===== config.mk =====
export PLATFORM = sky130hd
export DESIGN_NAME = ecc_point_add
export DESIGN_NICKNAME = d
export VERILOG_FILES = /design/src/rtl/ecc_point_add.sv
export SDC_FILE = /design/constraint.sdc
export NUM_CORES = 1
export LEC_CHECK = 0
export BUFFER_PORTS_ARGS = -buffer_cell sky130_fd_sc_hd__buf_2
export CELL_PAD_IN_SITES_DETAIL_PLACEMENT = 1
export CELL_PAD_IN_SITES_GLOBAL_PLACEMENT = 1
export CORE_MARGIN = 10
export CORE_UTILIZATION = 35
export CTS_CLUSTER_DIAMETER = 40
export DETAILED_ROUTE_END_ITERATION = 8
export GPL_TIMING_DRIVEN = 0
export PLACE_DENSITY_LB_ADDON = 0.1
export SYNTH_ARGS = -nofsm -noshare
export SYNTH_HDL_FRONTEND = slang
export SYNTH_SLANG_ARGS = --single-unit

===== constraint.sdc =====
create_clock -name clk -period 29.4 [get_ports clk]
set_clock_uncertainty 0.2 [all_clocks]
set_input_delay 1.47 -clock clk [delete_from_list [all_inputs] [get_ports clk]]
set_output_delay 1.47 -clock clk [all_outputs]
set_load 0.005 [all_outputs]

===== src/rtl/ecc_point_add.sv =====
// rtl/ecc_point_add.sv - elliptic-curve point adder over GF(p), one job at a time
// Sequences slope, inversion (Fermat) and result steps through one shared modular multiplier.
module ecc_point_add #(
  parameter int WIDTH   = 6,
  parameter int MAX_LAT = 40
) (
  input  logic             clk,
  input  logic             rst,
  input  logic             in_valid,
  input  logic [WIDTH-1:0] in_Px,
  input  logic [WIDTH-1:0] in_Py,
  input  logic [WIDTH-1:0] in_Qx,
  input  logic [WIDTH-1:0] in_Qy,
  input  logic [WIDTH-1:0] in_prime,
  input  logic [WIDTH-1:0] in_a,
  output logic             out_valid,
  output logic [WIDTH-1:0] out_Rx,
  output logic [WIDTH-1:0] out_Ry
);

  localparam int IW = $clog2(WIDTH);

  // Worst case: NUMDEN + 2*WIDTH inversion cycles + SLOPE/RX/RY + DONE entry.
  if (MAX_LAT < 2 * WIDTH + 6) begin : g_lat_chk
    $error("MAX_LAT too small for the inversion schedule");
  end

  typedef enum logic [2:0] {IDLE, NUMDEN, INV, SLOPE, RX, RY, DONE} state_t;

  state_t           state_q, state_d;
  logic [WIDTH-1:0] px_q, px_d, py_q, py_d, qx_q, qx_d, qy_q, qy_d;
  logic [WIDTH-1:0] p_q, p_d, a_q, a_d;
  logic [WIDTH-1:0] num_q, num_d, den_q, den_d, acc_q, acc_d;
  logic [WIDTH-1:0] s_q, s_d, rx_q, rx_d, ry_q, ry_d;
  logic [IW-1:0]    idx_q, idx_d;
  logic             mph_q, mph_d;

  function automatic logic [WIDTH-1:0] mod_sub(input logic [WIDTH-1:0] x, y, m);
    logic [WIDTH:0] t;
    if (x >= y) t = {1'b0, x} - {1'b0, y};
    else        t = {1'b0, x} + {1'b0, m} - {1'b0, y};
    return t[WIDTH-1:0];
  endfunction

  function automatic logic [WIDTH-1:0] mod_add(input logic [WIDTH-1:0] x, y, m);
    logic [WIDTH:0] t;
    t = {1'b0, x} + {1'b0, y};
    if (t >= {1'b0, m}) t = t - {1'b0, m};
    return t[WIDTH-1:0];
  endfunction

  logic [WIDTH-1:0]   mul_x, mul_y, mul_r, exp_bits, rdiff, dbl_num;
  logic [2*WIDTH-1:0] mul_prod, mod_div;
  logic [2*WIDTH+1:0] dbl_sum;

  assign exp_bits = p_q - WIDTH'(2);
  assign rdiff    = mod_sub(px_q, rx_q, p_q);
  // Idle p_q is 0; keep the reduction well defined without affecting live jobs.
  assign mod_div  = (p_q == '0) ? (2*WIDTH)'(1) : {{WIDTH{1'b0}}, p_q};
  assign mul_prod = {{WIDTH{1'b0}}, mul_x} * {{WIDTH{1'b0}}, mul_y};
  assign mul_r    = WIDTH'(mul_prod % mod_div);
  assign dbl_sum  = (2*WIDTH+2)'(3) * {2'b00, mul_prod} + {{(WIDTH+2){1'b0}}, a_q};
  assign dbl_num  = WIDTH'(dbl_sum % {2'b00, mod_div});

  always_comb begin
    mul_x = '0;
    mul_y = '0;
    case (state_q)
      NUMDEN: begin mul_x = px_q;  mul_y = px_q; end
      INV:    begin mul_x = acc_q; mul_y = mph_q ? den_q : acc_q; end
      SLOPE:  begin mul_x = num_q; mul_y = acc_q; end
      RX:     begin mul_x = s_q;   mul_y = s_q; end
      RY:     begin mul_x = s_q;   mul_y = rdiff; end
      default: ;
    endcase
  end

  always_comb begin
    state_d = state_q;
    px_d = px_q; py_d = py_q; qx_d = qx_q; qy_d = qy_q; p_d = p_q; a_d = a_q;
    num_d = num_q; den_d = den_q; acc_d = acc_q; s_d = s_q;
    rx_d = rx_q; ry_d = ry_q; idx_d = idx_q; mph_d = mph_q;
    case (state_q)
      IDLE: if (in_valid) begin
        px_d = in_Px; py_d = in_Py; qx_d = in_Qx; qy_d = in_Qy;
        p_d = in_prime; a_d = in_a;
        state_d = NUMDEN;
      end
      NUMDEN: begin
        if (px_q == qx_q && py_q == qy_q) begin
          num_d = dbl_num;
          den_d = mod_add(py_q, py_q, p_q);
        end else begin
          num_d = mod_sub(qy_q, py_q, p_q);
          den_d = mod_sub(qx_q, px_q, p_q);
        end
        if (den_d == '0) begin
          rx_d = '0; ry_d = '0;
          state_d = DONE;
        end else begin
          acc_d = WIDTH'(1); idx_d = IW'(WIDTH - 1); mph_d = 1'b0;
          state_d = INV;
        end
      end
      // MSB-first over p-2: square every bit, then multiply by den where the bit is set.
      INV: begin
        acc_d = mul_r;
        if (!mph_q && exp_bits[idx_q]) begin
          mph_d = 1'b1;
        end else begin
          mph_d = 1'b0;
          if (idx_q == '0) state_d = SLOPE;
          else             idx_d = idx_q - IW'(1);
        end
      end
      SLOPE: begin s_d = mul_r; state_d = RX; end
      RX: begin
        rx_d = mod_sub(mod_sub(mul_r, px_q, p_q), qx_q, p_q);
        state_d = RY;
      end
      RY: begin ry_d = mod_sub(mul_r, py_q, p_q); state_d = DONE; end
      DONE: state_d = IDLE;
      default: state_d = IDLE;
    endcase
  end

  always_ff @(posedge clk or posedge rst) begin
    if (rst) begin
      state_q <= IDLE;
      px_q <= '0; py_q <= '0; qx_q <= '0; qy_q <= '0; p_q <= '0; a_q <= '0;
      num_q <= '0; den_q <= '0; acc_q <= '0; s_q <= '0;
      rx_q <= '0; ry_q <= '0; idx_q <= '0; mph_q <= 1'b0;
    end else begin
      state_q <= state_d;
      px_q <= px_d; py_q <= py_d; qx_q <= qx_d; qy_q <= qy_d; p_q <= p_d; a_q <= a_d;
      num_q <= num_d; den_q <= den_d; acc_q <= acc_d; s_q <= s_d;
      rx_q <= rx_d; ry_q <= ry_d; idx_q <= idx_d; mph_q <= mph_d;
    end
  end

  assign out_valid = (state_q == DONE);
  assign out_Rx    = out_valid ? rx_q : '0;
  assign out_Ry    = out_valid ? ry_q : '0;

endmodule


## Yosys cells after proc, flatten, opt, wreduce, memory -nomap -nowiden

Cells that the tools add are included.
W data, S select, Z words.

- Word-level logic and storage cells: 116
- Memory bits (read-only): 0
- Input port bits: 39
- Output and inout port bits: 13
- Memories: 0
- Latch bits: 0
- Register bits: 79
- Bits in writable memories: 0

- Shifts and indexed selects: 0
- Div/mod/pow operators: 2
- Add/sub/neg operators: 22
- Multiply operators: 2
- Bitwise logic cells: 0
- Reduce and logical (&&, ||, !) cells: 17
- Magnitude comparators: 8
- Eq/ne operators: 14
- Mux-type cells: 36

Operator list:

| kind | count |
|---|---|
| $mux W6 | 17 |
| $sub A6 B6 Y6 | 13 |
| $ge A6 B6 Y1 | 6 |
| $pmux W6 S2 | 3 |
| $add A6 B6 Y6 | 5 |
| $pmux W6 S5 | 1 |
| $pmux W6 S4 | 1 |
| $mux W3 | 7 |
| $pmux W3 S6 | 1 |
| $add A14 B6 Y14 | 1 |
| $mod A14 B12 Y14 | 1 |
| $mul A2 B12 Y14 const A | 1 |
| $eq A6 B6 Y1 | 2 |
| $logic_not A6 Y1 | 2 |
| $mod A12 B12 Y12 | 1 |
| $mul A6 B6 Y12 | 1 |
| $ne A2 B2 Y1 const B | 6 |
| $eq A3 B3 Y1 const B | 3 |
| $reduce_and A2 Y1 | 4 |
| $add A6 B6 Y7 | 1 |
| $ge A7 B6 Y1 | 1 |
| $eq A3 B2 Y1 const B | 2 |
| $logic_not A3 Y1 | 2 |
| $pmux W3 S2 | 1 |
| 13 further kinds | 18 |

## Longest topological paths before layout

Gate-level depths: netlist (run 1).

- Word-level depth: 14
- Depth in mapped cells: 163
- Gate-level depth less buffers: 156

## Worst setup path before layout (run 1)

OpenSTA, ideal clock, no wires.

- Path kind: reg-to-reg
- Start: register px_q[1]
- End: register num_q[5]
- Path buffers: 6
- Data arrival time: 30.919 ns
- Period minus slack after synthesis: 31.214 ns
- Library setup time: 0.095 ns
- Stages on the path, launching flop included: 152
- Data required time: 29.105 ns
- Slack: -1.814 ns
- Path through: dfrtp_1 inv_1 fa_1 inv_1 ha_1 a21o_1 a21oi_1 o21bai_1 a21oi_1 xnor2_1 a21oi_1 xnor2_1 o211ai_1 nand2_1 or2_2 fa_1 inv_1 fa_1 [116 not listed] nand2b_1 a21o_1 a21o_1 o32ai_2 and2_1 buf_4 mux2_4 ha_1 a21o_1 a21oi_1 nand2_1 a21o_1 a21oi_1 o31ai_1 nor4_1 o211a_2 a21oi_1 o31ai_1

- Cells in the longest elaborated chain, start to end: 9
- Elaborated cells between the ends (all ways): 14
- Classes of those cells: 4 x add/sub; 2 x mul; 1 x div; 1 x order compare; 1 x eq/ne; 4 x mux; 1 x reduce/logical

Ends and longest elaborated chain:

| element | line | source |
|---|---|---|
| start: declaration | 31 | `logic [WIDTH-1:0] px_q, px_d, py_q, py_d, qx_q, qx_d, qy_q, qy_d;` |
| start signal: assignment | 130 | `px_q <= '0; py_q <= '0; qx_q <= '0; qy_q <= '0; p_q <= '0; a_q <= '0;` |
| start signal: assignment | 135 | `px_q <= px_d; py_q <= py_d; qx_q <= qx_d; qy_q <= qy_d; p_q <= p_d; a_q <= a_d;` |
| $add A6 B6 Y6 | 41 | `else t = {1'b0, x} + {1'b0, m} - {1'b0, y};` |
| $sub A6 B6 Y6 | 41 |  |
| $mux W6 | 40 | `if (x >= y) t = {1'b0, x} - {1'b0, y};` |
| $pmux W6 S5 | 68 | `case (state_q)` |
| $mul A6 B6 Y12 | 60 | `assign mul_prod = {{WIDTH{1'b0}}, mul_x} * {{WIDTH{1'b0}}, mul_y};` |
| $mul A2 B12 Y14 | 62 | `assign dbl_sum = (2*WIDTH+2)'(3) * {2'b00, mul_prod} + {{(WIDTH+2){1'b0}}, a_q};` |
| $add A14 B6 Y14 | 62 |  |
| $mod A14 B12 Y14 | 63 | `assign dbl_num = WIDTH'(dbl_sum % {2'b00, mod_div});` |
| $mux W6 * | 90 | `if (px_q == qx_q && py_q == qy_q) begin` |
| end signal: assignment | 131 | `num_q <= '0; den_q <= '0; acc_q <= '0; s_q <= '0;` |
| end signal: assignment | 136 | `num_q <= num_d; den_q <= den_d; acc_q <= acc_d; s_q <= s_d;` |
| end: declaration | 33 | `logic [WIDTH-1:0] num_q, num_d, den_q, den_d, acc_q, acc_d;` |

Every way passes the cells marked *; elsewhere a longest branch is shown, timed or not.
A chain may end at the register's enable or synchronous reset.

## Worst setup path after layout (run 1)

- Start: register px_q[1]
- End: register num_q[0]

Same word-level chain as after synthesis.

==> key figures, run 1 <==
Status
  • Status: finished, final reports clean

Yosys
  • Ys flop type: dfrtp_1
  • EDFF count, synth: 0
  • Register bit total from synthesis: 79
  • Simple logic cell fraction of the synthesized area: 20.3%
  • Compound-Gate Fraction of Synth Area: between 20 and 30%
  • Adder-Cell Fraction of Synth Area: 26.4%
  • Synth area leader: ha_1
  • Number of distinct library cells after synthesis: just under 100
  • FFs w/ async S/R, synth: 100%
  • Avg Cell Area, Syn: between 7 and 8 sq um
  • Mapped Area: between 0.015 and 0.02 sq mm
  • Largest family of logic cells by synthesized area: adder cells
  • Synth warn: 0
  • XOR/XNOR Fraction of Synth Area: under 10%
  • Cells after synthesis: 2147
  • Top cells by area, synth: ha_1 (20%), dfrtp_1 (12%), fa_1 (6.6%), nand2_1 (4.6%), o21ai_0 (4.4%)
  • Post-synthesis sequential area ratio: 11.8%
  • Syn_nets: 2506
  • Mux cell area share after synthesis: 4.43%
  • Post-synth top area share: 19.8%

Drt
  • Vias: 17900
  • Post-route ant nets: 0
  • Initial DRC count: 814
  • Drt first pass iters: 5
  • Post-DR wirelength/cell: around 22 um
  • Drt total wl: just under 70000 um
  • Via-per-instance ratio: between 5 and 6
  • DR DRC count: 0

Global route
  • GRT overflow: 0
  • Initial antenna violation count: 2
  • Pin count of the biggest net entering global routing: 42
  • Vias in the first global route: 18700
  • Total track usage: between 20 and 25%
  • First-pass GRT wire length: about 100000 um

Setup path
  • Slowest CP cell: fa_1
  • CP max FO: 6
  • CP delay by family, top: compound AO/OA/AOI/OAI gates
  • WS Path Type: register to register
  • Crit path DAT: 29.21 ns
  • CP required: roughly 29 ns
  • Crit-path most repeated cell: buf_4
  • WP buf/inv: 29
  • Peak per-stage delay on the critical path: 0.55 ns
  • CP Capture Type: register
  • Critical path startpoint category: register

Finish
  • Fin nets: slightly below 3000
  • Fin util: 48.6%
  • Filler instances: 5617
  • Share of cells above drive strength 1: between 30% and 40%
  • Commonest non-fill, non-tap cells in the layout: buf_4 (311), ha_1 (208), nand2_1 (187), inv_1 (148), nor2_1 (141)
  • Final Instance Area: ~0.023 sq mm
  • N_diodes: 0
  • Area delta synth->final: 38.0%
  • Most common cell after layout, fill and taps aside: buf_4

Floorplanning
  • Die span in x: 239 um
  • Core area: 0.0475 sq mm
  • Die area: 0.0570 sq mm
  • Die H: 239 um
  • I/O Pins: 52
  • Initial Utilization: a little over a third
  • Rows: 80

STA
  • Fin. max-slew vios: 0
  • RSZ-0062 raised after global routing: yes
  • Peak Freq: 34.3 MHz
  • Min cycle time layout: 29.15 ns
  • # setup viols final: 0
  • Slew headroom: about an eighth
  • Worst Tran Pin Value: 1.31 ns
  • Tcrit/Tclk final: 99.2%
  • Final Hold Fails: 0
  • Final setup margin: 0.246 ns

Min path
  • Worst Hold Class: register to register

Clock tree
  • Hold_buf cts: 0
  • Clk_lat worst skew: around 0.35 ns
  • Clk slew on worst S/H paths: 0.07 ns
  • Clk root buf: clkbuf_16
  • H-tree levels: 3
  • Clock Sinks: 79
  • CTS Buf Count: 9
  • Clk buf depth: 2
  • CTS tree: yes

Place
  • Dpl cell area: 0.0179 sq mm
  • Final HPWL DP: 48100 um
  • Routability cong.: 0.862
  • Setup slack after placement: -6.88 ns
  • I/O Buffers: 51

Run
  • Max-cap violations: 0
## tightest hold or removal path, cell delays in order (launching register included)
cell     delay (ns)
dfrtp_1        0.35
nand2_1        0.05
nand2_1        0.06
## cells by family (layout without fill, tap and decap cells)
kind of cell	after synthesis	after routing
and+or+nand+nor	695	697
DFF	79	79
muxes	67	67
AOI/OAI and AO/OA	640	640
adders and majority gates	320	320
xor gates and xnor gates	122	122
buffers and inverters	224	615
## metal layers
layer,global-route usage (%),vias up,share of wire [%]
li1,-,8563,-
met1,27.8,8993,44
met5,0,-,0.029
met3,1.80,99,2.8
met2,39.6,271,51
met4,7.01,4,3.1
## final cells by class
cell class	instances	area, sq um	share of cell area (%)
repair buffers	380	2870	12.4
plain buffers	43	269	1.16
clock inverters	5	88.8	0.384
flip-flops and latches	79	2000	8.64
multi-input cells	1846	16200	70.0
inverters	176	699	3.03
clock buffers	11	243	1.05
well taps	615	769	3.33
## synthesized netlist by cell type, types with 5 or more instances
cell type  number
o2111ai_1       5
o31ai_1        25
clkbuf_1       38
nand2_1       205
a221oi_1        7
inv_1         176
and4_1          5
nor3b_1         9
o211ai_1       21
a21oi_1       133
nor4_1         15
and3_1         11
nand4_1        15
nand2b_1       26
mux2_2         33
a211o_1        15
a211oi_1       15
xor2_1         46
and2_1         19
o21ai_0       147
ha_1          265
or4_1           6
a2111o_1        5
mux2i_1        27
o22ai_1        20
xnor2_1        76
o31a_1          8
or3_1          17
o311ai_0        5
nor3_1         81
or2_2          31
a31oi_1        16
a21o_1         62
nand3_1        33
a222oi_1        5
o21bai_1       10
nor2_1        166
o21a_1         71
dfrtp_1        79
o21ai_1         7
fa_1           55
nor2b_1        31
a22oi_1         5
## registers in the layout, indices dropped and copies added (netlist names)
| name | flops |
|---|---|
| ry_q | 6 |
| a_q | 6 |
| num_q | 6 |
| state_q | 3 |
| mph_q | 1 |
| qy_q | 6 |
| rx_q | 6 |
| idx_q | 3 |
| px_q | 6 |
| s_q | 6 |
| acc_q | 6 |
| py_q | 6 |
| den_q | 6 |
| qx_q | 6 |
| p_q | 6 |
## metrics by stage
| stage | cells | setup TNS, ns | hold WS, ns |
|---|---|---|---|
| 6_report | 3155 | 0 | 0.297 |
| 5_1_grt | 3155 | -10.01 | 0.328 |
| 4_1_cts | 3016 | -2.66 | 0.290 |
| 3_5_place_dp | 2815 | -130.36 | 0.274 |
| 3_3_place_gp | 2813 | -121.98 | 0.279 |
| 2_1_floorplan | 2147 | 0 | 0.245 |
## final timing paths
path / cells after the start / startpoint / slack, ns / end
setup / recovery: 154 / px_q[1] / 0.25 / num_q[0]
hold / removal: 2 / den_q[1] / 0.30 / den_q[1]
setup reg to reg: 154 / px_q[1] / 0.25 / num_q[0]
hold reg to reg: 2 / den_q[1] / 0.30 / den_q[1]
max in group asynchronous: 3 / rst / 27.38 / px_q[1]
min in group asynchronous: 2 / rst / 0.97 / a_q[1]
## timing repair
action | CTS | global route
setup buffers | 184 | 139
endpoints found under the setup margin | 30 | 18
gates cloned | 3 | 1
hold endpoints to repair | 0 | 0
pin swaps | 128 | 242
resized for setup | 262 | 249
Power of run 1 is left out: the tool's default activity adds up to more than one toggle a clock period on the data nets, which glitch-free logic cannot reach.
==> run 2, diff against run 1 <==
--- a/config.mk
+++ b/config.mk
@@ -7,3 +7,3 @@
 export LEC_CHECK = 0
-export BUFFER_PORTS_ARGS = -buffer_cell sky130_fd_sc_hd__buf_2
+export BUFFER_PORTS_ARGS = -buffer_cell sky130_fd_sc_hd__clkbuf_2
 export CELL_PAD_IN_SITES_DETAIL_PLACEMENT = 1
--- a/constraint.sdc
+++ b/constraint.sdc
@@ -4,2 +4,2 @@
 set_output_delay 1.47 -clock clk [all_outputs]
-set_load 0.005 [all_outputs]
+set_load 0.02 [all_outputs]
==> key figures, run 2 (synthesis results as in run 1) <==
Setup path
  • CP max FO: 6 (unchanged)
  • Critical path startpoint category: register (unchanged)
  • WS Path Type: register to register (unchanged)
  • CP required: 29.46 ns (was 29.45 ns)
  • Crit-path most repeated cell: o21a_1 (was buf_4)
  • Reg2reg setup slack: -0.51 ns (was 0.25 ns)
  • R2r endpoint: num_q[5] (was num_q[0])
  • CP Capture Type: register (unchanged)
  • R2R depth: 150 (was 154)
  • Slowest CP cell: fa_1 (unchanged)
  • Peak per-stage delay on the critical path: 0.54 ns (was 0.55 ns)
  • Crit path DAT: 29.96 ns (was 29.21 ns)
  • Reg-to-Reg Start: p_q[1] (was px_q[1])

Run
  • Max-cap violations: 0 (unchanged)

Global route
  • Vias in the first global route: 18400 (was 18700)
  • First-pass GRT wire length: 101000 um (was 102000 um)
  • GRT overflow: 0 (unchanged)
  • Total track usage: 22.1% (was 22.2%)
  • Initial antenna violation count: 1 (was 2)
  • Pin count of the biggest net entering global routing: 50 (was 42)

Drt
  • Post-DR wirelength/cell: 21.3 um (was 21.6 um)
  • Via-per-instance ratio: 5.65 (was 5.68)
  • DR DRC count: 0 (unchanged)
  • Initial DRC count: 784 (was 814)
  • Drt total wl: 65500 um (was 68100 um)
  • Post-route ant nets: 0 (unchanged)
  • Vias: 17400 (was 17900)
  • Drt first pass iters: 6 (was 5)

Min path
  • Hold-critical path depth: 2 (unchanged)
  • Hold Path Origin: den_q[1] (unchanged)
  • Worst Hold Class: register to register (unchanged)
  • WHS Endpoint: den_q[1] (unchanged)

Status
  • Failing checks: negative setup slack
  • Status: finished, violations left (was finished, final reports clean)

STA
  • Slew headroom: 4.20% (was 12.4%)
  • Fin. max-slew vios: 0 (unchanged)
  • Min cycle time layout: 29.91 ns (was 29.15 ns)
  • Final Hold Fails: 0 (unchanged)
  • # setup viols final: 6 (was 0)
  • RSZ-0062 raised after global routing: yes (unchanged)
  • Final setup margin: -0.506 ns (was 0.246 ns)
  • Worst Tran Pin Value: 1.42 ns (was 1.31 ns)
  • Tcrit/Tclk final: 102% (was 99.2%)
  • Setup TNS: -2.82 ns (was 0 ns)
  • Peak Freq: 33.4 MHz (was 34.3 MHz)

Place
  • Setup slack after placement: -6.95 ns (was -6.88 ns)
  • Dpl cell area: 0.0179 sq mm (unchanged)
  • DP Cell Count: 2815 (unchanged)
  • Routability cong.: 0.867 (was 0.862)
  • I/O Buffers: 51 (unchanged)
  • Final HPWL DP: 48300 um (was 48100 um)

Clock tree
  • Clk buf depth: 2 (unchanged)
  • CTS tree: yes (unchanged)
  • Clock Sinks: 79 (unchanged)
  • CTS Buf Count: 9 (unchanged)
  • Clk root buf: clkbuf_16 (unchanged)
  • Hold_buf cts: 0 (unchanged)
  • Clk_lat worst skew: 0.35 ns (about the same)
  • Clk slew on worst S/H paths: 0.07 ns (about the same)
  • H-tree levels: 3 (unchanged)

Floorplanning
  • Core area: 0.0475 sq mm (unchanged)
  • I/O Pins: 52 (unchanged)
  • Die span in x: 239 um (unchanged)
  • Die H: 239 um (unchanged)
  • Initial Utilization: 35.2% (unchanged)
  • Die area: 0.0570 sq mm (unchanged)
  • Rows: 80 (unchanged)

Finish
  • Share of cells above drive strength 1: 27.8% (was 32.8%)
  • Post-route insts no fill: 3072 (was 3155)
  • Fin nets: 2811 (was 2894)
  • Filler instances: 5656 (was 5617)
  • Most common cell after layout, fill and taps aside: buf_4 (unchanged)
  • Area delta synth->final: 30.7% (was 38.0%)
  • N_diodes: 0 (unchanged)
  • Commonest non-fill, non-tap cells in the layout: buf_4 (237), ha_1 (229), nand2_1 (192), inv_1 (157), nor2_1 (147) (was buf_4 (311), ha_1 (208), nand2_1 (187), inv_1 (148), nor2_1 (141))
  • Final Instance Area: 0.0219 sq mm (was 0.0231 sq mm)
## run 2: worst max-delay path, delay by kind of cell (launching register included)
family,cells,cell delay [ns]
flip-flops,1,0.52
XOR/XNOR,4,0.80
AO/OA/AOI/OAI,70,12.87
AND/OR/NAND/NOR,32,5.53
multiplexers,3,0.99
adder cells (fa/ha/maj),21,6.47
buffers and inverters,20,2.34
## run 2: final cells by class
cell class	count	area (sq um)	area share, %
buffer	43	251	1.15
clock buffer	11	243	1.11
clock inverter	5	88.8	0.406
inverter	176	702	3.21
multi-input combinational	1845	15600	71.4
sequential	79	2000	9.12
tap	615	769	3.51
timing repair buffer	298	2210	10.1
## run 2: per-stage QoR
stage	hold WS (ns)	utilization, %
after floorplan	0.245	-
after global placement	0.280	37.6
after detailed placement	0.297	37.7
after CTS	0.312	43.6
after global routing	0.316	46.0
final	0.304	46.0
## run 2: how the worst max path moves through the flow
| stage | cells past startpoint | slack, ns | start | endpoint |
|---|---|---|---|---|
| 6_report | 150 | -0.51 | p_q[1] | num_q[5] |
| 4_1_cts | 156 | -0.29 | p_q[1] | num_q[5] |
| 3_3_place_gp | 138 | -6.73 | p_q[2] | rx_q[5] |
| 5_1_grt | 158 | -1.81 | px_q[0] | num_q[5] |
| 2_1_floorplan | 148 | 0.03 | px_q[1] | num_q[5] |
| 3_5_place_dp | 140 | -6.95 | p_q[2] | rx_q[5] |
## run 2: what timing repair did
action                     4_1_cts  5_1_grt
gates cloned                     1        0
setup buffers                  181       65
pin swaps                      121      150
gates resized for setup        269      135
setup endpoints to repair       30       18
## run 2: routing by layer
metal | vias up | wire (um) | track usage (%)
li1 | 8391 | - | -
met1 | 8607 | 29200 | 27.6
met2 | 255 | 32200 | 39.5
met3 | 103 | 1660 | 1.65
met4 | 2 | 2320 | 7.05
met5 | - | 7 | 0
Power of run 2 is left out for the same reason.
